$ cat config.mk
export PLATFORM = sky130hd
export DESIGN_NAME = regfile_16x32
export DESIGN_NICKNAME = d
export VERILOG_FILES = /design/src/rtl/regfile_16x32.sv
export SDC_FILE = /design/constraint.sdc
export NUM_CORES = 1
export LEC_CHECK = 0
export BUFFER_PORTS_ARGS = -buffer_cell sky130_fd_sc_hd__buf_2
export CELL_PAD_IN_SITES_DETAIL_PLACEMENT = 1
export CELL_PAD_IN_SITES_GLOBAL_PLACEMENT = 2
export CORE_MARGIN = 8
export CORE_UTILIZATION = 42
export CTS_CLUSTER_DIAMETER = 30
export DETAILED_ROUTE_END_ITERATION = 8
export PLACE_DENSITY = 0.81
export SLEW_MARGIN = 30
export SYNTH_ARGS = -nofsm -noshare
export SYNTH_HDL_FRONTEND = slang
export SYNTH_SLANG_ARGS = --single-unit
$ cat constraint.sdc
create_clock -name clk -period 1.6 [get_ports clk]
set_input_delay 0.32 -clock clk [delete_from_list [all_inputs] [get_ports clk]]
set_output_delay 0.32 -clock clk [all_outputs]
set_load 0.1 [all_outputs]
$ cat src/rtl/regfile_16x32.sv
// regfile_16x32: 16 x 32-bit register file with one-hot write row select,
// two registered read ports and a write-select sanity flag.
// Register 0 reads as zero and ignores writes.
// Optional build macro: REGFILE_BYPASS_EN.
//   Defined:   a read on the same edge as a valid write to the same register
//              returns the new write data.
//   Undefined: a same-edge read returns the old contents.
//
// Port timing: there is no back-pressure. A write (wr_en) and a read (rd_en)
// are each accepted on every rising edge where they are high.
// rd_valid marks the cycle after an accepted read. On that cycle,
// rd_data_a and rd_data_b carry the read result. When rd_en is low, both
// data outputs hold their last value.
module regfile_16x32 #(
  parameter int WIDTH = 32,
  parameter int DEPTH = 16
) (
  input  logic                     clk,
  input  logic                     rst_n,
  input  logic                     wr_en,
  input  logic [DEPTH-1:0]         wr_sel,
  input  logic [WIDTH-1:0]         wr_data,
  input  logic                     rd_en,
  input  logic [$clog2(DEPTH)-1:0] rd_addr_a,
  input  logic [$clog2(DEPTH)-1:0] rd_addr_b,
  output logic [WIDTH-1:0]         rd_data_a,
  output logic [WIDTH-1:0]         rd_data_b,
  output logic                     rd_valid,
  output logic                     sel_error
);

  localparam logic [DEPTH-1:0] ONE = {{(DEPTH-1){1'b0}}, 1'b1};

  logic [WIDTH-1:0] regs [DEPTH];
  logic             sel_onehot;
  logic             wr_ok;
  logic [WIDTH-1:0] next_a;
  logic [WIDTH-1:0] next_b;

  // Decode the write select: exactly one bit set, and that bit is not row 0.
  always_comb begin
    sel_onehot = (wr_sel != '0) && ((wr_sel & (wr_sel - ONE)) == '0);
    wr_ok      = wr_en && sel_onehot && !wr_sel[0];
  end

  // Read-port data selection, with optional same-edge write forwarding.
  always_comb begin
    next_a = regs[rd_addr_a];
    next_b = regs[rd_addr_b];
`ifdef REGFILE_BYPASS_EN
    // wr_ok already excludes row 0, so index 0 is never forwarded.
    if (wr_ok && wr_sel[rd_addr_a]) next_a = wr_data;
    if (wr_ok && wr_sel[rd_addr_b]) next_b = wr_data;
`endif
  end

  // Register array: row 0 is held at zero; other rows load on a valid write.
  always_ff @(posedge clk or negedge rst_n) begin
    if (!rst_n) begin
      for (int i = 0; i < DEPTH; i++) regs[i] <= '0;
    end else begin
      for (int i = 1; i < DEPTH; i++) begin
        if (wr_ok && wr_sel[i]) regs[i] <= wr_data;
      end
    end
  end

  // Registered read ports: data holds and valid drops when no read is requested.
  always_ff @(posedge clk or negedge rst_n) begin
    if (!rst_n) begin
      rd_data_a <= '0;
      rd_data_b <= '0;
      rd_valid  <= 1'b0;
    end else begin
      rd_valid <= rd_en;
      if (rd_en) begin
        rd_data_a <= next_a;
        rd_data_b <= next_b;
      end
    end
  end

  // One-cycle flag for a write request whose select is not one-hot.
  always_ff @(posedge clk or negedge rst_n) begin
    if (!rst_n) sel_error <= 1'b0;
    else        sel_error <= wr_en && !sel_onehot;
  end

endmodule

### Word-level counts from Yosys, hierarchy flattened

Cells that the tools add are included.
Widths: inputs -> output; s select.

| storage, ports and cells | value |
|---|---|
| bits in registers | 546 |
| output and inout port bits | 66 |

| operators by class | value |
|---|---|
| add/sub/neg operators | 1 |
| order comparisons | 2 |
| multiplexer cells | 6 |
| bitwise gates (word level) | 3 |
| reductions and logical operators | 23 |

Operators by type and width:

| operator | number |
|---|---|
| $bmux 32 s4 | 2 |
| $mux 32 | 4 |
| $logic_and 1x1->1 | 19 |
| $and 16x16->16 | 1 |
| $logic_not 16->1 | 1 |
| $reduce_bool 16->1 | 1 |
| $sub 16x1->16 const B | 1 |
| $ge 5x5->1 const B | 2 |
| $not 4->5 | 2 |
| $logic_not 1->1 | 2 |

### Logic depth before layout (Yosys ltp)

Gate-level depths: netlist of the first run.

| logic depth | value |
|---|---|
| depth in word-level cells | 7 |
| mapped depth | 9 |

### Least setup slack after synthesis of the first run

OpenSTA, ideal clock, no wires.

| path | value |
|---|---|
| path kind | in2reg |
| from | input port wr_sel[0] |
| to | register regs[100] in the netlist's numbering |
| setup time | 125 ps |
| arrival time | 3125 ps |
| slack | -1650 ps |
| stages on the path | 9 |
| path through | or4_1 -> clkbuf_1 -> nor4_1 -> o211ai_1 -> a2111oi_4 -> and3_1 -> clkbuf_1 -> buf_4 -> mux2_2 |

| on the way | value |
|---|---|
| word-level cells in the longest chain between the ends | 7 |

RTL lines:

| element | RTL line | source |
|---|---|---|
| start: declaration | 21 | `input logic [DEPTH-1:0] wr_sel,` |
| $sub 16x1->16 | 42 | `sel_onehot = (wr_sel != '0) && ((wr_sel & (wr_sel - ONE)) == '0);` |
| $and 16x16->16 | 42 |  |
| $logic_not 16->1 | 42 |  |
| $logic_and 1x1->1 | 42 |  |
| $logic_and 1x1->1 | 43 | `wr_ok = wr_en && sel_onehot && !wr_sel[0];` |
| $logic_and 1x1->1 * | 43 |  |
| $logic_and 1x1->1 * | 63 | `if (wr_ok && wr_sel[i]) regs[i] <= wr_data;` |
| end signal: indexed assignment | 63 |  |
| end: declaration | 34 | `logic [WIDTH-1:0] regs [DEPTH];` |

Every way passes the cells marked *; elsewhere a longest branch is shown, timed or not.
A chain may end at the register's enable or synchronous reset.

### Final worst setup path of the first run

| path | value |
|---|---|
| from | input port wr_sel[0] |
| to | register regs[67] in the netlist's numbering |

Same word-level chain as after synthesis.

==> metrics.csv, run 1 <==
stage;metric;value;unit
sta;rsz0062_at_grt;yes;
detailed_routing;wl_met1;35400;um
power;p_leak;0.0177;uW
detailed_routing;totalWireLength;89600;um
sta;finClkSkew;0.0293;ns
sta;tightestPinTransition;0.503;ns
detailed_routing;drtAntennaViolNets;0;
global_routing;grt_pass1_wl;139000;um
worst_hold_path;hold_class;input pin to flip-flop;
run;cap_violations;0;
critical_path;crit_family;simple AND/OR/NAND/NOR gates;
synth;syn_area_per_cell;16.7;um^2
placement;hpwlAfterDp;52700;um
sta;setup_viol;611;
floorplan;core_area;66900;um^2
sta;hold_viol;0;
synth;synth.yosys.seq_area_share;48.3;%
critical_path;cp_num_buf_inv;5;
critical_path;reg2reg_to;rd_data_a[1]$_DFFE_PN0P_;
critical_path;cp.arrival;3.27;ns
final_layout;area_delta_synth_final;29.4;%
critical_path;startpoint_type;input pin;
detailed_routing;vias;18200;
floorplan;ios;126;
clock_tree;cts_tree;yes;
placement;pre_cts_slack;-1.74;ns
clock_tree;cts.reportedPaths.clkPinSlew;0.04;ns
worst_hold_path;min_from;rd_en;
final_layout;nets;2049;
clock_tree;clock_latency;0.69;ns
global_routing;overflow;0;
sta;max_freq;369;MHz
detailed_routing;drt_iter0_drc;1012;
clock_tree;h-tree-depth;4;
placement;port_buffers;125;
critical_path;r2r-start;regs[97]$_DFFE_PN0P_;
critical_path;crit_top_cell;buf_6;
critical_path;r2r_cells;3;
final_layout;layout_commonest_cell;dfrtp_1;
power;ir_drop;0.872;mV
global_routing;grt_start_max_net_pins;69;
global_routing;grt_pass1_vias;21300;
synth;synth-seq-cells;546;
synth;syn_area;28300;um^2
critical_path;worst-setup-path-type;input pin to flip-flop;
floorplan;std_cell_rows;95;
critical_path;end_kind;flip-flop;
detailed_routing;wl_per_cell;30.2;um
clock_tree;root_buffer;clkbuf_16;
status;failed_checks;negative setup slack;
status;status;complete, but fails checks;
power;p_per_area;1180;nW/um^2
placement;gp_congestion;0.781;
critical_path;path_cells;buf_6 -> or4_4 -> o41a_1 -> or4_4 -> a2111oi_4 -> clkbuf_16 -> buf_6 -> nand4_1 -> buf_6 -> clkbuf_16 -> mux2_4;
sta;max_slew_margin;66.7;%
sta;worst_slack;-1.11;ns
detailed_routing;firstDrtPassIters;5;
global_routing;grt.total_usage;24.4;%
global_routing;antenna_found_initial;5;
critical_path;max_stage_delay;0.54;ns
synth;netlist_instances;1692;
synth;yosysWarningCount;32;
detailed_routing;met2_length;46200;um
floorplan;start_util;42.3;%
sta;min_period_over_period;169;%
critical_path;reg2reg_slack;-0.34;ns
clock_tree;clock_path_buffers;3;
worst_hold_path;holdPathEnd;rd_valid$_DFF_PN0_;
worst_hold_path;hold_depth;2;
critical_path;crit_path_top_delay_cell;or4_4;
synth;syn-num-nets;1752;
final_layout;drive_above_1_share;68.1;%
critical_path;cp_max_fo;8;
floorplan;die_area;76000;um^2
floorplan;fp.dieW;276;um
sta;slew_viol_final;0;
final_layout;fin_util;54.7;%
final_layout;nFillCells;6023;
clock_tree;cts_buffers;135;
detailed_routing;top_layer;met5;
synth;ys_types;34;
floorplan;die_h;276;um
sta;fin_crit;2.71;ns
detailed_routing;vias_per_cell;6.12;
critical_path;critPathRequiredTime;2.16;ns
detailed_routing;drc;0;
clock_tree;cts_sinks;546;
detailed_routing;wl_met3;4200;um
final_layout;final_cell_mix;546 x dfrtp_1, 525 x mux2_2, 256 x mux4_2, 140 x clkbuf_16, 117 x buf_2;
## worst reg2reg max path: stages (launching register included)
cell and delay [ns]:
dfrtp_1 0.44, mux4_2 0.52, mux4_2 0.56, mux2_2 0.29
## cell usage after synthesis
| cell | number | share of area [%] |
|---|---|---|
| nor4_1 | 4 | 0.088 |
| o211ai_1 | 1 | 0.027 |
| nand4_4 | 9 | 0.68 |
| nor2b_1 | 3 | 0.066 |
| o21ai_0 | 5 | 0.088 |
| buf_1 | 35 | 0.46 |
| mux4_2 | 256 | 20 |
| or3_1 | 2 | 0.044 |
| mux2_1 | 12 | 0.48 |
| a21boi_1 | 1 | 0.027 |
| a21oi_1 | 1 | 0.018 |
| buf_6 | 28 | 1.1 |
| dfrtp_1 | 546 | 48 |
| a21boi_0 | 1 | 0.027 |
| nand2_1 | 5 | 0.066 |
| a22o_1 | 62 | 1.9 |
| mux2_4 | 38 | 2.0 |
| a2111oi_0 | 2 | 0.062 |
| or2_2 | 1 | 0.022 |
| o41a_1 | 1 | 0.040 |
| or4_1 | 3 | 0.080 |
| mux2_2 | 558 | 22 |
| nor2_1 | 2 | 0.027 |
| nor3_1 | 2 | 0.035 |
| and3_1 | 1 | 0.022 |
| clkbuf_1 | 96 | 1.3 |
| and4b_1 | 1 | 0.035 |
| a2111oi_4 | 1 | 0.097 |
| buf_2 | 4 | 0.071 |
| maj3_1 | 1 | 0.035 |
| o22ai_1 | 1 | 0.022 |
| nand3b_1 | 1 | 0.027 |
| buf_4 | 4 | 0.11 |
| nand4_1 | 4 | 0.088 |
## area by class of cell
type | count | area (um^2) | area share, %
Sequential cell | 546 | 13700 | 37.3
Antenna cell | 4 | 10.0 | 0.0273
Clock inverter | 66 | 838 | 2.29
Clock buffer | 176 | 3760 | 10.3
Tap cell | 873 | 1090 | 2.98
Multi-Input combinational cell | 979 | 14000 | 38.2
Timing Repair Buffer | 327 | 3270 | 8.91
## how the worst max path moves through the flow
stage / startpoint / slack [ns] / to / depth (start not counted)
finish: wr_sel[0] / -1.11 / regs[67]$_DFFE_PN0P_ / 11
global route: wr_sel[0] / -1.12 / regs[67]$_DFFE_PN0P_ / 11
CTS: wr_sel[0] / -0.96 / regs[276]$_DFFE_PN0P_ / 11
detailed placement: wr_sel[0] / -1.74 / regs[100]$_DFFE_PN0P_ / 11
global placement: wr_sel[0] / -1.71 / regs[100]$_DFFE_PN0P_ / 9
floorplan: wr_sel[0] / -1.56 / regs[330]$_DFFE_PN0P_ / 9
## report_power, final
| group | internal (uW) | total, uW | leakage, uW | switching [uW] |
|---|---|---|---|---|
| registers | 13900 | 13900 | 0.00763 | 6.98 |
| logic | 761 | 2030 | 0.00780 | 1270 |
| clock network | 18900 | 27500 | 0.00222 | 8610 |
| total | 33500 | 43400 | 0.0177 | 9880 |
## sequential cells by signal (all words and copies together) (netlist names)
register and flops:
sel_error 1, rd_data_b 32, regs 480, rd_valid 1, rd_data_a 32
## per-stage QoR
stage	total power (uW)	setup TNS (ns)	hold WS, ns	std cells	area (um^2)
final	43400	-474.52	0.0827	2971	36600
after global routing	44600	-488.80	0.0390	2970	36600
after CTS	43800	-425.60	0.00963	2962	36500
after detailed placement	16100	-797.86	0.218	2707	31700
after global placement	16100	-779.69	0.221	2707	31700
after floorplan	15000	-704.07	0.0244	1692	29000
## routing by layer
layer | global-route usage (%) | vias to the layer above
li1 | - | 7337
met2 | 41.4 | 653
met5 | 0 | -
met4 | 10.8 | 2
met3 | 4.94 | 236
met1 | 30.0 | 9951
## cells by family (layout without fill, tap and decap cells)
family          count (synthesis)  count (layout)  synth area share (%)
mux                           864             864                  45.1
flops                         546             546                  48.3
buf+inv                       167             569                  3.03
compound gates                 76              76                  2.33
simple gates                   38              38                  1.28
fa+ha+maj                       1               1                0.0354
other cells                     0               4                     0
## what timing repair did
item	in CTS	in global routing
hold buffers	2	0
setup endpoints to repair	611	611
hold endpoints to repair	349	0
pin swaps	1	0
gates resized for setup	24	16
buffers inserted	9	4
gates cloned	2	2
No activity file was read; power rests on OpenSTA's default activity.
==> run 2: changes to the inputs <==
--- a/config.mk
+++ b/config.mk
@@ -9,10 +9,10 @@
 export CELL_PAD_IN_SITES_DETAIL_PLACEMENT = 1
 export CELL_PAD_IN_SITES_GLOBAL_PLACEMENT = 2
 export CORE_MARGIN = 8
-export CORE_UTILIZATION = 42
+export CORE_UTILIZATION = 43
 export CTS_CLUSTER_DIAMETER = 30
 export DETAILED_ROUTE_END_ITERATION = 8
-export PLACE_DENSITY = 0.81
+export PLACE_DENSITY = 0.79
 export SLEW_MARGIN = 30
 export SYNTH_ARGS = -nofsm -noshare
 export SYNTH_HDL_FRONTEND = slang
==> constraint.sdc (replaced) <==
create_clock -name clk -period 2.5 [get_ports clk]
set_input_delay 0.5 -clock clk [delete_from_list [all_inputs] [get_ports clk]]
set_output_delay 0.5 -clock clk [all_outputs]
set_load 0.1 [all_outputs]
==> run 2 against run 1 <==
Effect of this change: the run still ends with negative setup slack left; sequential share of layout area rose by 0.98 points; cell area fell by 2.6%; worst hold slack improved by 0.12 ns; non-clock buffer count fell by 63; global-route usage fell by 0.55 points; critical path depth did not move; via count fell by 3.0%.
==> metrics.csv, run 2 (synthesis results as in run 1) <==
stage;metric;value;unit;change
sta;rsz0062_at_grt;yes;;
global_routing;grt_start_max_net_pins;72;;+4.3%
detailed_routing;vias;17600;;-3.0%
floorplan;die_h;273;um;-1.1%
clock_tree;cts.reportedPaths.clkPinSlew;0.04;ns;about the same
global_routing;grt.total_usage;23.8;%;-0.55 points
clock_tree;cts_tree;yes;;
final_layout;largest_reg_flops;480;;unchanged
placement;placed_area;31200;um^2;-1.4%
sta;setup_viol;448;;-27%
floorplan;start_util;43.2;%;+0.91 points
sta;min_period_over_period;113;%;
critical_path;startpoint_type;input pin;;
critical_path;reg2reg_slack;0.62;ns;+0.96 ns
sta;fin_crit;2.82;ns;
detailed_routing;totalWireLength;86300;um;-3.8%
worst_hold_path;holdPathEnd;sel_error$_DFF_PN0_;;
critical_path;reg2reg_to;rd_data_a[27]$_DFFE_PN0P_;;
detailed_routing;wl_met3;4840;um;+15%
final_layout;drive_above_1_share;67.3;%;-0.77 points
detailed_routing;vias_per_cell;6.12;;about the same
sta;max_slew_margin;66.5;%;-0.14 points
clock_tree;root_buffer;clkbuf_16;;
global_routing;overflow;0;;unchanged
run;cap_violations;0;;unchanged
global_routing;grt_pass1_vias;20600;;-3.2%
detailed_routing;met2_length;42600;um;-7.8%
detailed_routing;wl_met1;36000;um;+1.8%
global_routing;antenna_found_initial;8;;+3
placement;gp_congestion;0.784;;+0.29%
final_layout;largestRegisters;regs (480), rd_data_a (32), rd_data_b (32);;
critical_path;r2r-start;regs[27]$_DFFE_PN0P_;;
worst_hold_path;hold_class;input pin to flip-flop;;
sta;slew_viol_final;0;;unchanged
critical_path;cp_max_fo;7;;-1
critical_path;end_kind;flip-flop;;
detailed_routing;wl_per_cell;29.9;um;-0.80%
power;ir_drop;0.525;mV;-40%
final_layout;design_area;35700;um^2;-2.6%
power;p_per_area;746;nW/um^2;-37%
final_layout;area_delta_synth_final;26.1;%;
critical_path;r2r_cells;3;;unchanged
floorplan;ios;126;;unchanged
power;p_leak;0.0171;uW;-2.9%
clock_tree;h-tree-depth;3;;-1
clock_tree;clock_path_buffers;3;;unchanged
floorplan;core_area;65500;um^2;-2.1%
detailed_routing;drtAntennaViolNets;0;;unchanged
status;failed_checks;negative setup slack;;
power;p_total;26600;uW;-39%
sta;hold_viol;0;;unchanged
final_layout;final_cell_mix;546 x dfrtp_1, 527 x mux2_2, 256 x mux4_2, 121 x clkbuf_16, 117 x buf_2;;
floorplan;fp.dieW;273;um;-1.1%
critical_path;critPathRequiredTime;3.04;ns;+0.88 ns
sta;tightestPinTransition;0.506;ns;+0.00206 ns
detailed_routing;drt_iter0_drc;1139;;+13%
final_layout;layout_commonest_cell;dfrtp_1;;
global_routing;grt_pass1_wl;135000;um;-2.7%
detailed_routing;firstDrtPassIters;5;;unchanged
floorplan;std_cell_rows;94;;-1.1%
final_layout;nFillCells;5822;;-3.3%
final_layout;nets;1971;;-3.8%
status;status;complete, but fails checks;;
final_layout;largest_register;regs;;
placement;hpwlAfterDp;49900;um;-5.4%
detailed_routing;drc;0;;unchanged
sta;finClkSkew;0.0131;ns;-0.0162 ns
sta;max_freq;355;MHz;
critical_path;worst-setup-path-type;input pin to flip-flop;;
floorplan;die_area;74300;um^2;-2.2%
critical_path;cp.arrival;3.35;ns;+0.08 ns
sta;worst_slack;-0.319;ns;+0.790 ns
worst_hold_path;min_from;wr_en;;
worst_hold_path;hold_depth;2;;unchanged
placement;port_buffers;125;;unchanged
detailed_routing;top_layer;met5;;
clock_tree;clock_latency;0.66;ns;-0.03 ns
clock_tree;cts_sinks;546;;unchanged
clock_tree;cts_buffers;120;;-11%
[run 2: area by class of cell]
class / instances / area (um^2) / area share [%]
repair buffers: 264 / 2680 / 7.49
clock buffers: 150 / 3300 / 9.24
flip-flops and latches: 546 / 13700 / 38.3
multi-input cells: 979 / 14000 / 39.2
clock inverters: 75 / 968 / 2.71
well taps: 864 / 1080 / 3.03
diodes: 4 / 10.0 / 0.0280
[run 2: how the worst max path moves through the flow]
stage | end | start | slack (ns)
after global routing | regs[382]$_DFFE_PN0P_ | wr_sel[0] | -0.37
after detailed placement | regs[110]$_DFFE_PN0P_ | wr_sel[0] | -1.17
final | regs[382]$_DFFE_PN0P_ | wr_sel[0] | -0.32
after floorplan | regs[330]$_DFFE_PN0P_ | wr_sel[0] | -0.84
after global placement | regs[114]$_DFFE_PN0P_ | wr_sel[0] | -1.03
after CTS | regs[382]$_DFFE_PN0P_ | wr_sel[0] | -0.32
[run 2: worst max-delay path: stages]
cell	delay (ns)
buf_6	0.09
or4_4	0.55
o41a_1	0.38
or4_4	0.44
a2111oi_4	0.33
buf_6	0.19
buf_6	0.10
nand4_4	0.13
buf_12	0.20
buf_16	0.14
mux2_2	0.27
[run 2: metrics by stage]
step                      TNS, ns  util (%)  hold slack (ns)  cells  setup WS (ns)
after global routing      -122.72      54.5            0.167   2881         -0.370
after global placement    -439.15      47.7            0.427   2646          -1.03
after detailed placement  -493.71      47.7            0.435   2646          -1.17
after CTS                  -91.07      54.5            0.168   2881         -0.320
after floorplan           -329.55         -            0.204   1692         -0.840
final                      -99.55      54.5            0.205   2882         -0.319
[run 2: per-layer routing]
metal	vias up	global-route usage, %
met5	-	0
li1	7168	-
met3	201	5.41
met2	615	38.3
met1	9642	31.1
met4	6	9.95
[run 2: where the power goes]
part	total, uW	internal (uW)	switching (uW)
logic	1240	447	797
clock network	16500	11300	5250
registers	8870	8870	4.25
total	26600	20600	6050
[run 2: timing repair]
item	in CTS	in global routing
pin swaps	1	3
resized for setup	18	6
hold buffers	1	0
endpoints found under the hold margin	32	0
cloned	4	0
buffers inserted	5	0
endpoints found under the setup margin	448	448
==> run 3: changes to the inputs <==
--- a/config.mk
+++ b/config.mk
@@ -8,11 +8,13 @@
 export BUFFER_PORTS_ARGS = -buffer_cell sky130_fd_sc_hd__buf_2
 export CELL_PAD_IN_SITES_DETAIL_PLACEMENT = 1
 export CELL_PAD_IN_SITES_GLOBAL_PLACEMENT = 2
+export CORE_ASPECT_RATIO = 1.5
 export CORE_MARGIN = 8
 export CORE_UTILIZATION = 43
 export CTS_CLUSTER_DIAMETER = 30
 export DETAILED_ROUTE_END_ITERATION = 8
 export PLACE_DENSITY = 0.79
+export RECOVER_POWER = 25
 export SLEW_MARGIN = 30
 export SYNTH_ARGS = -nofsm -noshare
 export SYNTH_HDL_FRONTEND = slang
==> run 3 against run 2 <==
Effect of this change: the flow finishes with violations (max-capacitance violations, max-slew violations, negative setup slack); highest routed layer unchanged; flip-flop and latch count did not move; non-clock buffer count rose by 41; sequential power barely moved; clock skew rose by 0.0083 ns; combinational power barely moved; wire length rose by 0.16%; critical endpoint is now regs[398]$_DFFE_PN0P_.
==> metrics.csv, run 3 (synthesis results as in run 1) <==
stage;metric;value;unit;change
clock_tree;clock_path_buffers;3;;unchanged
worst_hold_path;min_from;wr_en;;
final_layout;design_area;35300;um^2;-0.99%
final_layout;drive_above_1_share;67.6;%;+0.25 points
global_routing;grt.total_usage;23.5;%;-0.30 points
detailed_routing;vias;17500;;-0.70%
sta;tightestPinTransition;2.19;ns;+1.68 ns
detailed_routing;drt_iter0_drc;920;;-19%
floorplan;core_area;65300;um^2;-0.28%
run;cap_violations;2;;+2
sta;hold_viol;0;;unchanged
detailed_routing;firstDrtPassIters;5;;unchanged
power;p_total;24600;uW;-7.7%
critical_path;critPathRequiredTime;3.02;ns;-0.02 ns
detailed_routing;totalWireLength;86400;um;+0.16%
placement;port_buffers;125;;unchanged
final_layout;nFillCells;5991;;+2.9%
sta;max_freq;349;MHz;-1.7%
clock_tree;clock_latency;0.65;ns;about the same
worst_hold_path;holdPathEnd;sel_error$_DFF_PN0_;;
critical_path;startpoint_type;input pin;;
global_routing;grt_start_max_net_pins;71;;-1.4%
clock_tree;root_buffer;clkbuf_16;;
floorplan;die_h;330;um;+21%
sta;worst_hold_slack;0.285;ns;+0.0796 ns
clock_tree;cts_buffers;99;;-18%
final_layout;layout_commonest_cell;dfrtp_1;;
power;ir_drop;0.580;mV;+10%
sta;fin_crit;2.87;ns;+0.0489 ns
critical_path;reg2reg_slack;0.63;ns;about the same
global_routing;grt_pass1_wl;132000;um;-2.3%
critical_path;reg2reg_to;rd_data_a[21]$_DFFE_PN0P_;;
placement;placed_area;31400;um^2;+0.42%
sta;slew_viol_final;81;;+81
final_layout;largest_reg_flops;480;;unchanged
final_layout;nets;1991;;+1.0%
floorplan;ios;126;;unchanged
floorplan;std_cell_rows;115;;+22%
critical_path;end_kind;flip-flop;;
global_routing;overflow;0;;unchanged
floorplan;die_area;74500;um^2;+0.23%
sta;max_slew_margin;-45.7;%;-110 points
sta;rsz0062_at_grt;yes;;
placement;hpwlAfterDp;52900;um;+6.1%
placement;gp_congestion;0.786;;+0.24%
critical_path;worst-setup-path-type;input pin to flip-flop;;
status;status;complete, but fails checks;;
sta;setup_viol;449;;+0.22%
floorplan;start_util;43.3;%;+0.12 points
detailed_routing;drtAntennaViolNets;0;;unchanged
clock_tree;cts_tree;yes;;
final_layout;final_cell_mix;546 x dfrtp_1, 525 x mux2_2, 256 x mux4_2, 117 x buf_2, 105 x clkbuf_16;;
critical_path;cp_max_fo;21;;+14
final_layout;largest_register;regs;;
final_layout;fin_util;54.1;%;-0.39 points
sta;finClkSkew;0.0214;ns;+0.00828 ns
clock_tree;cts_sinks;546;;unchanged
detailed_routing;wl_per_cell;29.9;um;-0.22%
worst_hold_path;hold_class;input pin to flip-flop;;
critical_path;r2r-start;regs[149]$_DFFE_PN0P_;;
critical_path;cp.arrival;3.39;ns;+0.04 ns
floorplan;fp.dieW;225;um;-17%
critical_path;r2r_cells;3;;unchanged
global_routing;grt_pass1_vias;20200;;-1.9%
sta;min_period_over_period;115;%;+2.0 points
detailed_routing;vias_per_cell;6.05;;-1.1%
global_routing;antenna_found_initial;5;;-3
final_layout;area_delta_synth_final;24.9;%;
sta;worst_slack;-0.368;ns;-0.0489 ns
status;failed_checks;max-capacitance violations, max-slew violations, negative setup slack;;
power;p_per_area;695;nW/um^2;-6.8%
power;p_leak;0.0170;uW;-0.71%
final_layout;largestRegisters;regs (480), rd_data_a (32), rd_data_b (32);;
clock_tree;h-tree-depth;3;;unchanged
clock_tree;cts.reportedPaths.clkPinSlew;0.05;ns;about the same
placement;pre_cts_slack;-1.11;ns;+0.0515 ns
worst_hold_path;hold_depth;2;;unchanged
detailed_routing;drc;0;;unchanged
[run 3: changes by cell type in the layout (fill, tap and decap cells not counted), sizes merged]
cell and delta:
buf +33, clkbuf -27, clkinvlp -8, inv +8
clkinv -6, diode -2
[run 3: worst max path at each step]
stage	end	startpoint	cells after the start	slack, ns
final	regs[398]$_DFFE_PN0P_	wr_sel[0]	11	-0.37
after global routing	regs[132]$_DFFE_PN0P_	wr_sel[0]	11	-0.41
after CTS	regs[406]$_DFFE_PN0P_	wr_sel[0]	11	-0.33
after detailed placement	regs[109]$_DFFE_PN0P_	wr_sel[0]	11	-1.11
after global placement	regs[112]$_DFFE_PN0P_	wr_sel[0]	9	-1.03
after floorplan	regs[330]$_DFFE_PN0P_	wr_sel[0]	9	-0.84
[run 3: stage by stage]
step,instances,TNS [ns]
floorplan,1692,-329.55
global placement,2691,-408.78
detailed placement,2691,-436.15
CTS,2885,-105.90
global route,2893,-182.12
finish,2893,-131.78
[run 3: worst max-delay path, cell delays in order]
cell and delay, ns:
buf_6 0.09, or4_4 0.54, o41a_1 0.39, or4_4 0.44, a2111oi_4 0.35, clkbuf_16 0.21, buf_12 0.11, buf_4 0.11
nand4_4 0.10, buf_12 0.20, mux2_2 0.32
[run 3: timing repair]
action	CTS	global route
setup buffers	6	2
resized for setup	14	27
pin swaps	1	1
hold endpoints to repair	50	0
setup endpoints to repair	448	449
cloned	3	4
hold buffers	1	0
[run 3: layout make-up]
| type | count | area [um^2] | share of cell area (%) |
|---|---|---|---|
| Antenna cell | 2 | 5.00 | 0.0142 |
| Clock buffer | 115 | 2630 | 7.44 |
| Clock inverter | 69 | 963 | 2.73 |
| Multi-Input combinational cell | 979 | 14000 | 39.6 |
| Sequential cell | 546 | 13700 | 38.7 |
| Tap cell | 877 | 1100 | 3.10 |
| Timing Repair Buffer | 305 | 2970 | 8.41 |
[run 3: per-layer routing]
metal  global-route usage (%)  wire length (um)  vias to the layer above
met3                     3.54              3410                      201
met4                     11.2              3620                        4
met1                     27.9             33000                     9650
met5                        0                27                        -
li1                         -                 -                     7168
met2                     41.5             46400                      486
[run 3: power breakdown]
part / internal, uW / switching, uW
registers: 8860 / 4.30
clock network: 9560 / 4880
logic: 454 / 802
